--- src/rtl/serial_tx_pkg.sv ---
// Shared definitions for the serial_tx UART transmitter and its sub-modules.
// Contents:
//   tx_state_e  FSM state encoding (IDLE, START, DATA, STOP)
//   DATA_BITS   payload bits per frame (8N1)
//   baud_clks() clock cycles per bit, CLK_FREQ / BAUD_RATE truncated
package serial_tx_pkg;

  typedef enum logic [1:0] {
    ST_IDLE  = 2'd0,
    ST_START = 2'd1,
    ST_DATA  = 2'd2,
    ST_STOP  = 2'd3
  } tx_state_e;

  localparam int DATA_BITS = 8;

  // The result must be >= 2; smaller ratios leave no room for the counter
  // to reload and tick.
  function automatic int baud_clks(input int clk_freq, input int baud_rate);
    return clk_freq / baud_rate;
  endfunction

endpackage

--- src/rtl/serial_tx_baud_timer.sv ---
// Bit-period timer for the UART transmitter.
// A down-counter that reloads to BAUD_CLKS-1 on i_restart or when it reaches
// zero, and pulses o_tick for one cycle while it sits at zero. A restart
// therefore yields the first tick exactly BAUD_CLKS cycles later, and
// free-running operation ticks every BAUD_CLKS cycles.
// Ports:
//   i_clk      system clock
//   i_rst_n    asynchronous reset, active-low (counter cleared)
//   i_restart  reload the counter on the next edge
//   o_tick     one-cycle pulse at the end of each bit period
module baud_timer
  import serial_tx_pkg::*;
#(
  parameter int CLK_FREQ  = 48_000_000,
  parameter int BAUD_RATE = 115_200
) (
  input  logic i_clk,
  input  logic i_rst_n,
  input  logic i_restart,
  output logic o_tick
);

  localparam int BAUD_CLKS = baud_clks(CLK_FREQ, BAUD_RATE);
  localparam int CNT_W     = $clog2(BAUD_CLKS);
  localparam logic [CNT_W-1:0] RELOAD = CNT_W'(BAUD_CLKS - 1);

  logic [CNT_W-1:0] count;

  // NOTE: sequential state uses non-blocking (<=) so every flop samples the
  // pre-edge values of the others, independent of block ordering.
  always_ff @(posedge i_clk or negedge i_rst_n) begin
    if (!i_rst_n) begin
      count <= '0;
    end else if (i_restart || count == '0) begin
      count <= RELOAD;
    end else begin
      count <= count - CNT_W'(1);
    end
  end

  assign o_tick = (count == '0);

endmodule

--- src/rtl/serial_tx.sv ---
// UART transmitter, 8N1, LSB first.
// A byte written with i_wr lands in a one-byte holding register; the FSM moves
// it into the shifter when idle, or straight at the end of a stop bit so that
// back-to-back frames leave no idle gap. o_tx is registered from the current
// FSM state, so the line lags the state by one cycle throughout.
// Ports:
//   i_clk    system clock
//   i_rst_n  asynchronous reset, active-low; aborts any frame, o_tx forced high
//   i_wr     write strobe, accepted on an edge when i_wr && !o_full
//   i_data   byte to send, sampled with i_wr
//   o_full   holding register occupied; writes dropped while high
//   o_busy   frame in progress (FSM not IDLE)
//   o_tx     serial line, idle high
module serial_tx
  import serial_tx_pkg::*;
#(
  parameter int CLK_FREQ  = 48_000_000,
  parameter int BAUD_RATE = 115_200
) (
  input  logic       i_clk,
  input  logic       i_rst_n,
  input  logic       i_wr,
  input  logic [7:0] i_data,
  output logic       o_full,
  output logic       o_busy,
  output logic       o_tx
);

  tx_state_e  state, state_next;
  logic [7:0] hold;
  logic [7:0] shift, shift_next;
  logic [2:0] bit_idx, bit_idx_next;
  logic       load;
  logic       restart;
  logic       tick;
  logic       accept;
  logic       tx_next;

  baud_timer #(
    .CLK_FREQ  (CLK_FREQ),
    .BAUD_RATE (BAUD_RATE)
  ) u_baud_timer (
    .i_clk     (i_clk),
    .i_rst_n   (i_rst_n),
    .i_restart (restart),
    .o_tick    (tick)
  );

  // Acceptance looks only at the registered o_full, so a write on the very
  // edge the holding register empties is still dropped.
  assign accept = i_wr && !o_full;

  // NOTE: every output of a combinational block gets a default first; a path
  // that leaves one unassigned would infer a latch.
  always_comb begin
    state_next   = state;
    shift_next   = shift;
    bit_idx_next = bit_idx;
    load         = 1'b0;
    restart      = 1'b0;
    tx_next      = 1'b1;

    case (state)
      ST_IDLE: begin
        tx_next = 1'b1;
        if (o_full) begin
          load       = 1'b1;
          restart    = 1'b1;  // align the bit period to the start of the frame
          state_next = ST_START;
        end
      end
      ST_START: begin
        tx_next = 1'b0;
        if (tick) begin
          bit_idx_next = '0;
          state_next   = ST_DATA;
        end
      end
      ST_DATA: begin
        tx_next = shift[0];
        if (tick) begin
          shift_next   = shift >> 1;
          bit_idx_next = bit_idx + 3'd1;  // wraps 7 -> 0 on the way to STOP
          if (bit_idx == 3'(DATA_BITS - 1)) begin
            state_next = ST_STOP;
          end
        end
      end
      ST_STOP: begin
        tx_next = 1'b1;
        if (tick) begin
          // The timer reloads itself at zero, so chaining into START needs no
          // restart and the next frame follows with no idle cycle.
          if (o_full) begin
            load       = 1'b1;
            state_next = ST_START;
          end else begin
            state_next = ST_IDLE;
          end
        end
      end
      default: begin
        state_next = ST_IDLE;
      end
    endcase

    if (load) begin
      shift_next = hold;
    end
  end

  always_ff @(posedge i_clk or negedge i_rst_n) begin
    if (!i_rst_n) begin
      state   <= ST_IDLE;
      bit_idx <= '0;
      o_full  <= 1'b0;
      o_tx    <= 1'b1;
    end else begin
      state   <= state_next;
      bit_idx <= bit_idx_next;
      o_tx    <= tx_next;
      if (load) begin
        o_full <= 1'b0;
      end else if (accept) begin
        o_full <= 1'b1;
      end
    end
  end

  // NOTE: pure datapath registers carry no reset; their contents are only
  // consumed once o_full or the FSM says they are valid.
  always_ff @(posedge i_clk) begin
    shift <= shift_next;
    if (accept) begin
      hold <= i_data;
    end
  end

  assign o_busy = (state != ST_IDLE);

endmodule

--- config.mk ---
export PLATFORM = sky130hd
export DESIGN_NAME = serial_tx
export DESIGN_NICKNAME = d
export VERILOG_FILES = /design/src/rtl/serial_tx_pkg.sv /design/src/rtl/serial_tx_baud_timer.sv /design/src/rtl/serial_tx.sv
export SDC_FILE = /design/constraint.sdc
export NUM_CORES = 1
export LEC_CHECK = 0
export ABC_AREA = 1
export CAP_MARGIN = 20
export CELL_PAD_IN_SITES_DETAIL_PLACEMENT = 1
export CELL_PAD_IN_SITES_GLOBAL_PLACEMENT = 1
export CORE_AREA = 2 2 59 73
export DETAILED_ROUTE_END_ITERATION = 16
export DIE_AREA = 0 0 61 75
export GPL_ROUTABILITY_DRIVEN = 0
export GPL_TIMING_DRIVEN = 0
export MAX_ROUTING_LAYER = met4
export PLACE_DENSITY = 0.71
export SYNTH_ARGS = -nofsm -noshare
export SYNTH_HDL_FRONTEND = slang
export SYNTH_SLANG_ARGS = --single-unit
--- constraint.sdc ---
create_clock -name i_clk -period 1.8 [get_ports i_clk]
set_input_delay 0.54 -clock i_clk [delete_from_list [all_inputs] [get_ports i_clk]]
set_output_delay 0.54 -clock i_clk [all_outputs]
set_load 0.01 [all_outputs]
# == Word-level counts from Yosys, hierarchy flattened ==
# Cells that the tools add are included.
# word_totals
register_bits,32
latchBits,0
mem_bits_rw,0
rom_bits,0
elab_cells,53
n_memories,0
# classes
add_sub_neg,2
mul,0
n_div,0
order_cmp,0
eq_ne,9
shifts,0
n_mux,21
bitwise_logic,0
reduce_logical,14
# op_table
op,count
8-bit 2-to-1 mux,3
2-bit 2-to-1 mux,5
2-bit != test (second input constant),5
2-bit nonzero test,5
9-bit logical NOT,1
9-bit 2-to-1 mux,1
9-bit by 1-bit subtractor with 9-bit output (second input constant),1
2-bit case mux with 4 select lines,1
1-bit 2-to-1 mux,6
3-bit 2-to-1 mux,2
3-bit case mux with 2 select lines,1
5-bit AND reduction,1
2-bit == test (second input constant),2
3-bit by 1-bit adder with 3-bit output (second input constant),1
3-bit == test (second input constant),1
1-bit case mux with 3 select lines,1
3-bit AND reduction,1
2-bit by 1-bit == test with 1-bit output (second input constant),1
2-bit logical NOT,1
1-bit case mux with 2 select lines,1
2-bit AND reduction,1
2-bit OR reduction,1
1-bit logical AND,1
1-bit logical NOT,1
1-bit logical OR,1

# == Longest topological paths before layout ==
# Gate-level depths: netlist of the first run.
# depth
word_depth,5
mapped_depth,9

# == By module ==
# Synthesis of the first run repeated with hierarchy kept, for this count alone.
# hier_totals
hier_cells,157
area_unflattened_um2,1514.0
# by_module_without_submodules
mod,n_inst,cells_each,area_per_inst_um2,seq_area_each_um2
serial_tx,1,97,1043.5,656.9
baud_timer,1,60,470.5,225.2

# == Least setup slack after synthesis of the first run ==
# Ideal clock, no wire load.
# synth_timing
kind,register to register
start,reg state[0]
end,reg shift[0] (enable)
setup_ns,0.384
arrival_time_ns,1.647
required_ns,1.416
setup_slack_ns,-0.231
path_stages_with_launch,7
path_buffers,0
synth_period_minus_slack_ns,2.031
path_cell_list,dfrtp_1 inv_1 ha_1 inv_1 a211oi_4 nand2_2 o21ai_0
# synth_between
elab_chain_cells,4
# synth_rtl
item,line_no,source
"start, declared",serial_tx.sv:29,"tx_state_e state, state_next;"
"start signal, assigned",serial_tx.sv:119,state <= state_next;
2-bit == test or 2-bit logical NOT (tied branches),serial_tx.sv:63,case (state)
1-bit case mux with 2 select lines,serial_tx.sv:63,
2-bit nonzero test (no line),--,
2-bit AND reduction (no line) (*),--,
"end signal, assigned",serial_tx.sv:133,shift <= shift_next;
"end, declared",serial_tx.sv:31,"logic [7:0] shift, shift_next;"
# Mark *: on every way between the ends. The rest lies on a longest branch, timed or not.
# A chain may end at the register's enable or synchronous reset.

# == Worst setup path after layout of the first run ==
# layout_timing
start,reg o_full
end,out o_full
# layout_lines
item,line_no,source
"start, declared",serial_tx.sv:24,"output logic o_full,"
"start signal, assigned",serial_tx.sv:116,o_full <= 1'b0;
"start signal, assigned",serial_tx.sv:123,o_full <= 1'b0;
"start signal, assigned",serial_tx.sv:125,o_full <= 1'b1;
# No word-level cell between the ends.

==> metrics.txt, run 1 <==
status=finished, final reports clean; initial antenna violation count=0; Worst Tran Pin Value=0.788 ns; Max Freq=0.582 GHz; area delta synth->final=24.8%; worst ir drop on vdd=0.763 mV; slowest CP cell=clkdlybuf4s50_1; core area=0.00385 mm2; width of the die=61 um; RSZ-0062 raised after global routing=false; CTS clk-pin slew, worst paths=0.07 ns; setup ws final=0.0805 ns; Worst Hold Class=reg2reg; final setup fails=0; crit-path max FO=2; first-pass GRT wire length=4840 um; via count=1051; number of global-route vias before repair=1142; drt total wl=2790 um; ANT nets after route=0; pwr dens=1480 mW/mm2; Arr. time, crit path=1.18 ns; critical path startpoint=o_full$_DFFE_PN0P_; Syn Nets=158; Seq/Total Area, Yosys=60.3%; Post-Place Cell Area=0.00167 mm2; Mapped Area=0.00146 mm2; Syn Area/Cell=10.5 um2; htree depth=2; maximum number of pins on one net before global-route repair=17; Slowest Stage Delay on Critical Path=0.54 ns; number of max-cap violations=0; Synth cell types=21; DP Cell Count=206; HP Start=u_baud_timer.count[0]$_DFF_PN0_; Slew Viols, Final=0; Tmin final=1.72 ns; final non-filler cell total=219; final hold vios=0; worst hold path cell count=1; skew final=0.00320 ns; Die Area=0.00458 mm2; number of I/O port buffers=13; crit-path cells=clkdlybuf4s50_1; total CTS buffers=5; yosys warns=0; crit start category=flop; Congestion Overflow GR=0; Place WS=-0.278 ns; fill cell instance count of the final layout=454; Max Root-Sink Buffers=2; DRT iter0 DRCs=18; R2R Path Start=state[1]$_DFFE_PN0P_; register bit total from synthesis=32; share of layout cells above drive strength 1=20.6%; clk sink count=32; Pwr Total=2.70 mW; number of cells on the worst reg-to-reg path=6; post-detail-place hpwl=2040 um; DR vias/cell=4.80; WP data required=1.26 ns; crit path capture type=output port; clk root buf=clkbuf_8; max_slew headroom=47.3%; Core Rows=25; Post-Synthesis Cells=139; initial core utilization=38.0%; Die Span Y=75 um; FF-to-FF setup slack=0.10 ns; CP top delay family=buffers and inverters; period utilization=95.5%; drt drc=0; most frequent cells in the layout=nand2_1 (33), nand3_1 (16), edfxtp_1 (16), dfrtp_1 (15), inv_1 (12); # IOs=14; Leak=0.794 nW; WP buf/inv=1; fin area=0.00183 mm2; n_diodes=0; clk_lat worst skew=0.29 ns; worst reg2reg path endpoint=shift[3]$_DFFE_PP_; Final nets=183; gr usage total=15.2%; hold worst-path end=u_baud_timer.count[0]$_DFF_PN0_; WL/cell=12.8 um; Crit Path Category=reg2out; most common cell after layout, fill and taps aside=nand2_1; CTS tree=built; drt first pass iters=3
==> per-layer routing <==
layer / part of all wire [%] / up-vias / wire, um / track usage [%]
li1: - / 502 / - / -
met1: 39 / 525 / 1100 / 15.7
met2: 55 / 18 / 1530 / 26.3
met3: 3.8 / 6 / 106 / 4.64
met4: 1.9 / 0 / 54 / 6.52
met5: 0 / - / 0 / -
==> what timing repair did <==
action,in CTS,in global routing
setup buffers,5,0
hold buffers,0,0
pin swaps,1,0
resized for setup,9,5
setup endpoints to repair,20,9
==> registers in the layout (all words and copies together), names as in the netlist <==
name / cells
state: 2
o_tx: 1
hold: 8
o_full: 1
u_baud_timer.count: 9
bit_idx: 3
shift: 8
==> area by class of cell <==
type                            count  area (um2)  area share (%)
Buffer                              1        11.3           0.617
Clock buffer                        5        68.8            3.77
Clock inverter                      3        23.8            1.30
Inverter                           17        63.8            3.50
Multi-Input combinational cell     89         547            30.0
Sequential cell                    32         882            48.3
Tap cell                           54        67.6            3.70
Timing Repair Buffer               18         161            8.84
==> metrics by stage <==
| step | hold WS, ns | utilization (%) | setup TNS, ns |
|---|---|---|---|
| after floorplan | 0.244 | - | 0 |
| final | 0.442 | 47.4 | 0 |
| after CTS | 0.447 | 47.1 | 0 |
| after global routing | 0.478 | 47.4 | 0 |
| after detailed placement | 0.436 | 43.4 | -4.61 |
| after global placement | 0.427 | 43.4 | -2.83 |
==> how the worst max path moves through the flow <==
stage	cells past startpoint	slack, ns	endpoint
after floorplan	6	0.0008	shift[0]$_DFFE_PP_
after global placement	6	-0.19	shift[7]$_SDFFCE_PN0P_
after detailed placement	6	-0.28	shift[6]$_DFFE_PP_
after CTS	4	0.01	o_busy
after global routing	8	0.02	shift[3]$_DFFE_PP_
final	1	0.08	o_full
==> where the power goes <==
group | switching, mW | internal [mW] | leakage, nW
sequential | 0.0669 | 0.977 | 0.327
combinational | 0.650 | 0.445 | 0.426
clock | 0.284 | 0.273 | 0.0404
total | 1.00 | 1.69 | 0.794
==> cell families after synthesis <==
family                     synth area share [%]
adders and majority gates                  6.84
AOI/OAI and AO/OA                          6.33
buffers and inverters                      5.13
DFF                                        60.3
and+or+nand+nor                            20.2
xor gates and xnor gates                   1.20
==> cells in the mapped netlist <==
cell | count | area share (%)
edfxtp_1 | 16 | 33
o21a_1 | 1 | 0.51
nor2_1 | 6 | 1.5
nand3b_1 | 1 | 0.51
ha_1 | 8 | 6.8
nor2_4 | 1 | 0.77
nand2_2 | 4 | 1.7
nor2_2 | 2 | 0.86
nand2_1 | 33 | 8.5
inv_1 | 16 | 4.1
inv_2 | 1 | 0.26
a21oi_1 | 4 | 1.4
dfrtp_1 | 15 | 26
or2_2 | 2 | 0.86
dfstp_2 | 1 | 1.8
nand3_1 | 16 | 5.5
a211oi_4 | 1 | 1.4
xor2_1 | 2 | 1.2
o21ai_0 | 6 | 2.1
buf_6 | 1 | 0.77
o31ai_1 | 2 | 1.0
Note: power is estimated with default switching activity, not from simulation.
==> run 2: changes to the inputs <==
- SKIP_CTS_REPAIR_TIMING: unset -> 1
==> run 2 against run 1 <==
Critical path depth grew 3. Clock-buffer cell count unchanged. First-iteration DRC count rose by 22%. Critical endpoint is now o_busy. Fmax shrank 2.9%. Sequential power is essentially flat. Design area grew 0.21%. Worst hold slack better by 0.00091 ns. Total power shrank 1.5%. Largest power group is now registers.
==> metrics.txt, run 2 (same netlist as run 1, synthesis figures left out) <==
status=finished, final reports clean (unchanged); drt first pass iters=4 (was 3); fill cell instance count of the final layout=447 (was 454); width of the die=61 um (unchanged); # IOs=14 (unchanged); RSZ-0062 raised after global routing=true (was false); crit-path max FO=4 (was 2); most frequent cells in the layout=nand2_1 (33), nand3_1 (16), edfxtp_1 (16), dfrtp_1 (15), inv_1 (13) (was nand2_1 (33), nand3_1 (16), edfxtp_1 (16), dfrtp_1 (15), inv_1 (12)); ANT nets after route=0 (unchanged); post-detail-place hpwl=2040 um (unchanged); final hold vios=0 (unchanged); Top reg by flops=u_baud_timer.count (unchanged); Seq pwr share=39.8% (was 38.7%); DR vias/cell=4.74 (was 4.80); DRT iter0 DRCs=22 (was 18); Slew Viols, Final=0 (unchanged); max FFs per register=9 (unchanged); final setup fails=0 (unchanged); clk_lat worst skew=0.29 ns (about the same); clk sink count=32 (unchanged); Worst Hold Class=reg2reg (unchanged); Die Span Y=75 um (unchanged); n_diodes=0 (unchanged); htree depth=2 (unchanged); Clk pwr share=20.8% (was 20.7%); Congestion Overflow GR=0 (unchanged); crit start category=flop (unchanged); CTS tree=built (unchanged); total CTS buffers=5 (unchanged); pwr dens=1450 mW/mm2 (was 1480 mW/mm2); Arr. time, crit path=1.23 ns (was 1.18 ns); Worst Tran Pin Value=0.784 ns (was 0.788 ns); clk root buf=clkbuf_8 (unchanged); Core Rows=25 (unchanged); WHS=0.443 ns (was 0.442 ns); core area=0.00385 mm2 (unchanged); most common cell after layout, fill and taps aside=nand2_1 (unchanged); Tmin final=1.77 ns (was 1.72 ns); WP data required=1.26 ns (about the same); via count=1042 (was 1051); Final nets=184 (was 183); WL/cell=12.5 um (was 12.8 um); initial antenna violation count=0 (unchanged); switching share of power=36.7% (was 37.1%); crit path capture type=output port (unchanged); Max Root-Sink Buffers=2 (unchanged); Die Area=0.00458 mm2 (unchanged); max_slew headroom=47.6% (was 47.3%); skew final=0.00365 ns (was 0.00320 ns); number of global-route vias before repair=1094 (was 1142); Leak=0.809 nW (was 0.794 nW); drt total wl=2740 um (was 2790 um); Comb pwr share=39.4% (was 40.6%); area delta synth->final=25.1% (was 24.8%); number of max-cap violations=0 (unchanged); Crit Path Category=reg2out (unchanged); Pwr Total=2.65 mW (was 2.70 mW); Top Registers=u_baud_timer.count: 9 flops, hold: 8 flops, shift: 8 flops (unchanged); number of I/O port buffers=13 (unchanged); gr usage total=14.4% (was 15.2%); period utilization=98.4% (was 95.5%); worst ir drop on vdd=0.780 mV (was 0.763 mV); maximum number of pins on one net before global-route repair=17 (unchanged); sw power=0.975 mW (was 1.00 mW); share of layout cells above drive strength 1=20.5% (was 20.6%); setup TNS=0 ns (unchanged); CTS clk-pin slew, worst paths=0.07 ns (about the same); cell internal pwr=1.68 mW (was 1.69 mW); initial core utilization=38.0% (unchanged); Max Freq=0.565 GHz (was 0.582 GHz); first-pass GRT wire length=4560 um (was 4840 um); drt drc=0 (unchanged)
run 2: cell types whose count changed in the layout (fill, tap and decap cells not counted), sizes merged:
cell	before	now
dlymetal6s2s	0	2
clkbuf	5	6
clkdlybuf4s50	11	10
dlygate4sd2	1	0
run 2: routing by layer:
| metal | GRT usage (%) | vias to the layer above | wire length, um |
|---|---|---|---|
| li1 | - | 504 | - |
| met1 | 14.7 | 512 | 1040 |
| met2 | 24.7 | 20 | 1530 |
| met3 | 4.64 | 6 | 117 |
| met4 | 6.52 | 0 | 54 |
| met5 | - | - | 0 |
run 2: critical path: stages (launching register included):
cell      delay [ns]
dfrtp_1         0.42
inv_1           0.13
ha_2            0.22
inv_2           0.06
clkbuf_2        0.12
run 2: power groups by stage:
| stage | Combinational [mW] | Clock (mW) | Sequential [mW] |
|---|---|---|---|
| 2_1_floorplan | 0.655 | 0 | 1.06 |
| 3_3_place_gp | 0.870 | 0 | 1.07 |
| 3_5_place_dp | 0.921 | 0 | 1.08 |
| 4_1_cts | 0.928 | 0.575 | 1.06 |
| 5_1_grt | 1.17 | 0.611 | 1.07 |
| 6_report | 1.04 | 0.554 | 1.06 |
run 2: final cells by class:
cell class              count  area (um2)  share of cell area (%)
multi-input cells          89         537                    29.3
well taps                  54        67.6                    3.69
clock inverters             3        23.8                    1.30
flip-flops and latches     32         882                    48.2
clock buffers               5        68.8                    3.76
repair buffers             19         175                    9.58
plain buffers               1        11.3                   0.616
inverters                  17        63.8                    3.49
run 2: path summary, 6_finish.rpt:
| check | from | endpoint | slack (ns) | depth (start not counted) |
|---|---|---|---|---|
| max | state[1]$_DFFE_PN0P_ | o_busy | 0.03 | 4 |
| min in group asynchronous | i_rst_n | u_baud_timer.count[0]$_DFF_PN0_ | 0.71 | 1 |
| min | u_baud_timer.count[0]$_DFF_PN0_ | u_baud_timer.count[0]$_DFF_PN0_ | 0.44 | 1 |
| max reg2reg | state[1]$_DFFE_PN0P_ | shift[1]$_DFFE_PP_ | 0.08 | 5 |
| max in group asynchronous | i_rst_n | state[0]$_DFFE_PN0P_ | 0.60 | 1 |
| min reg2reg | u_baud_timer.count[0]$_DFF_PN0_ | u_baud_timer.count[0]$_DFF_PN0_ | 0.44 | 1 |
run 2: metrics by stage:
| step | setup WS, ns | area, um2 | util, % | cells |
|---|---|---|---|---|
| after floorplan | 0.000776 | 1470 | - | 139 |
| after global placement | -0.195 | 1670 | 43.4 | 206 |
| after detailed placement | -0.278 | 1670 | 43.4 | 206 |
| after CTS | -0.484 | 1760 | 45.9 | 214 |
| after global routing | -0.0422 | 1830 | 47.5 | 220 |
| final | 0.0295 | 1830 | 47.5 | 220 |
==> run 3: changes to the inputs <==
- GPL_ROUTABILITY_DRIVEN: 0 -> unset
- SKIP_LAST_GASP: unset -> 1
==> run 3 against run 2 <==
Utilization stayed put. Fmax barely moved. Sequential power hardly changed. Sequential share of layout area stayed put. Non-clock buffer count stayed put. Highest routed layer unchanged. Worst hold slack unchanged. Critical endpoint unchanged.
==> metrics.txt, run 3 (same netlist as run 1, synthesis figures left out) <==
total CTS buffers=5 (unchanged); Die Span Y=75 um (unchanged); most common cell after layout, fill and taps aside=nand2_1 (unchanged); Worst Hold Class=reg2reg (unchanged); max_slew headroom=47.6% (unchanged); Top reg by flops=u_baud_timer.count (unchanged); ANT nets after route=0 (unchanged); first-pass GRT wire length=4560 um (unchanged); number of global-route vias before repair=1094 (unchanged); share of layout cells above drive strength 1=19.9% (was 20.5%); crit-path cells=inv_1 > ha_2 > inv_2 > clkbuf_2 (unchanged); status=finished, final reports clean (unchanged); n_diodes=0 (unchanged); CTS clk-pin slew, worst paths=0.07 ns (about the same); Final nets=184 (unchanged); WHS=0.443 ns (unchanged); crit start category=flop (unchanged); Arr. time, crit path=1.23 ns (about the same); pwr dens=1450 mW/mm2 (about the same); Top Registers=u_baud_timer.count: 9 flops, hold: 8 flops, shift: 8 flops (unchanged); final setup fails=0 (unchanged); number of max-cap violations=0 (unchanged); DRT iter0 DRCs=22 (unchanged); clk root buf=clkbuf_8 (unchanged); clk sink count=32 (unchanged); Tmin final=1.77 ns (about the same); post-detail-place hpwl=2040 um (unchanged); initial core utilization=38.0% (unchanged); drt total wl=2740 um (unchanged); Comb pwr share=39.3% (was 39.4%); skew final=0.00365 ns (about the same); Max Root-Sink Buffers=2 (unchanged); crit path capture type=output port (unchanged); Leak=0.809 nW (about the same); switching share of power=36.7% (about the same); number of I/O port buffers=13 (unchanged); fin area=0.00183 mm2 (unchanged); DR vias/cell=4.74 (unchanged); period utilization=98.4% (about the same); max FFs per register=9 (unchanged); sw power=0.973 mW (was 0.975 mW); Die Area=0.00458 mm2 (unchanged); WL/cell=12.5 um (unchanged); final hold vios=0 (unchanged); htree depth=2 (unchanged); area delta synth->final=25.1% (unchanged); Congestion Overflow GR=0 (unchanged); Clk pwr share=20.9% (was 20.8%); Crit Path Category=reg2out (unchanged); WP data required=1.26 ns (about the same); slowest CP cell=dfrtp_1 (unchanged); Worst Tran Pin Value=0.784 ns (unchanged); drt drc=0 (unchanged); Post-Place Cell Area=0.00167 mm2 (unchanged); GP Congestion=0.769; # IOs=14 (unchanged); crit-path max FO=4 (unchanged); via count=1042 (unchanged); Seq pwr share=39.8% (about the same); Max Freq=0.565 GHz (about the same); clk_lat worst skew=0.29 ns (about the same); core area=0.00385 mm2 (unchanged); drt first pass iters=4 (unchanged); Slew Viols, Final=0 (unchanged); initial antenna violation count=0 (unchanged); worst ir drop on vdd=0.780 mV (about the same); most frequent cells in the layout=nand2_1 (33), nand3_1 (16), edfxtp_1 (16), dfrtp_1 (15), inv_1 (14) (was nand2_1 (33), nand3_1 (16), edfxtp_1 (16), dfrtp_1 (15), inv_1 (13)); CTS tree=built (unchanged); width of the die=61 um (unchanged); Slowest Stage Delay on Critical Path=0.42 ns (about the same); RSZ-0062 raised after global routing=true (unchanged); maximum number of pins on one net before global-route repair=17 (unchanged); Core Rows=25 (unchanged); gr usage total=14.4% (unchanged); cell internal pwr=1.68 mW (about the same)
run 3: cell counts in the layout (fill, tap and decap cells not counted):
Identical to the previous run, type by type.
run 3: per-layer routing:
metal  share of wire (%)  global-route usage (%)  wire [um]
met1                  38                    14.7       1040
met2                  56                    24.7       1530
met3                 4.3                    4.64        117
met4                 2.0                    6.52         54
met5                   0                       -          0
run 3: final timing paths:
kind | cells past startpoint | slack, ns | endpoint | from
hold / removal | 1 | 0.44 | u_baud_timer.count[0]$_DFF_PN0_ | u_baud_timer.count[0]$_DFF_PN0_
max in group asynchronous | 1 | 0.60 | state[0]$_DFFE_PN0P_ | i_rst_n
setup reg to reg | 5 | 0.08 | shift[1]$_DFFE_PP_ | state[1]$_DFFE_PN0P_
setup / recovery | 4 | 0.03 | o_busy | state[1]$_DFFE_PN0P_
hold reg to reg | 1 | 0.44 | u_baud_timer.count[0]$_DFF_PN0_ | u_baud_timer.count[0]$_DFF_PN0_
min in group asynchronous | 1 | 0.71 | u_baud_timer.count[0]$_DFF_PN0_ | i_rst_n
run 3: cell type report:
cell class,count,area (um2)
multi-input cells,89,537
plain buffers,1,11.3
clock buffers,5,68.8
repair buffers,19,175
well taps,54,67.6
fillers,447,2020
flip-flops and latches,32,882
inverters,17,63.8
clock inverters,3,23.8
run 3: through the flow:
stage | power (mW) | TNS (ns) | instances | utilization (%) | worst slack, ns
after floorplan | 1.72 | 0 | 139 | - | 0.000776
after global placement | 1.94 | -2.83 | 206 | 43.4 | -0.195
after detailed placement | 2.00 | -4.61 | 206 | 43.4 | -0.278
after CTS | 2.56 | -4.33 | 214 | 45.9 | -0.484
after global routing | 2.85 | -0.0706 | 220 | 47.5 | -0.0422
final | 2.65 | 0 | 220 | 47.5 | 0.0295
run 3: worst max-delay path: cells and delay by family, from the launching register on:
kind	cells	cell delay, ns
flip-flops	1	0.42
buffers and inverters	3	0.31
adder cells (fa/ha/maj)	1	0.22
run 3: power by group through the flow:
stage / registers (mW) / clock network [mW] / logic [mW]
detailed placement: 1.08 / 0 / 0.921
floorplan: 1.06 / 0 / 0.655
CTS: 1.06 / 0.575 / 0.928
global placement: 1.07 / 0 / 0.870
global route: 1.07 / 0.611 / 1.17
finish: 1.06 / 0.554 / 1.04
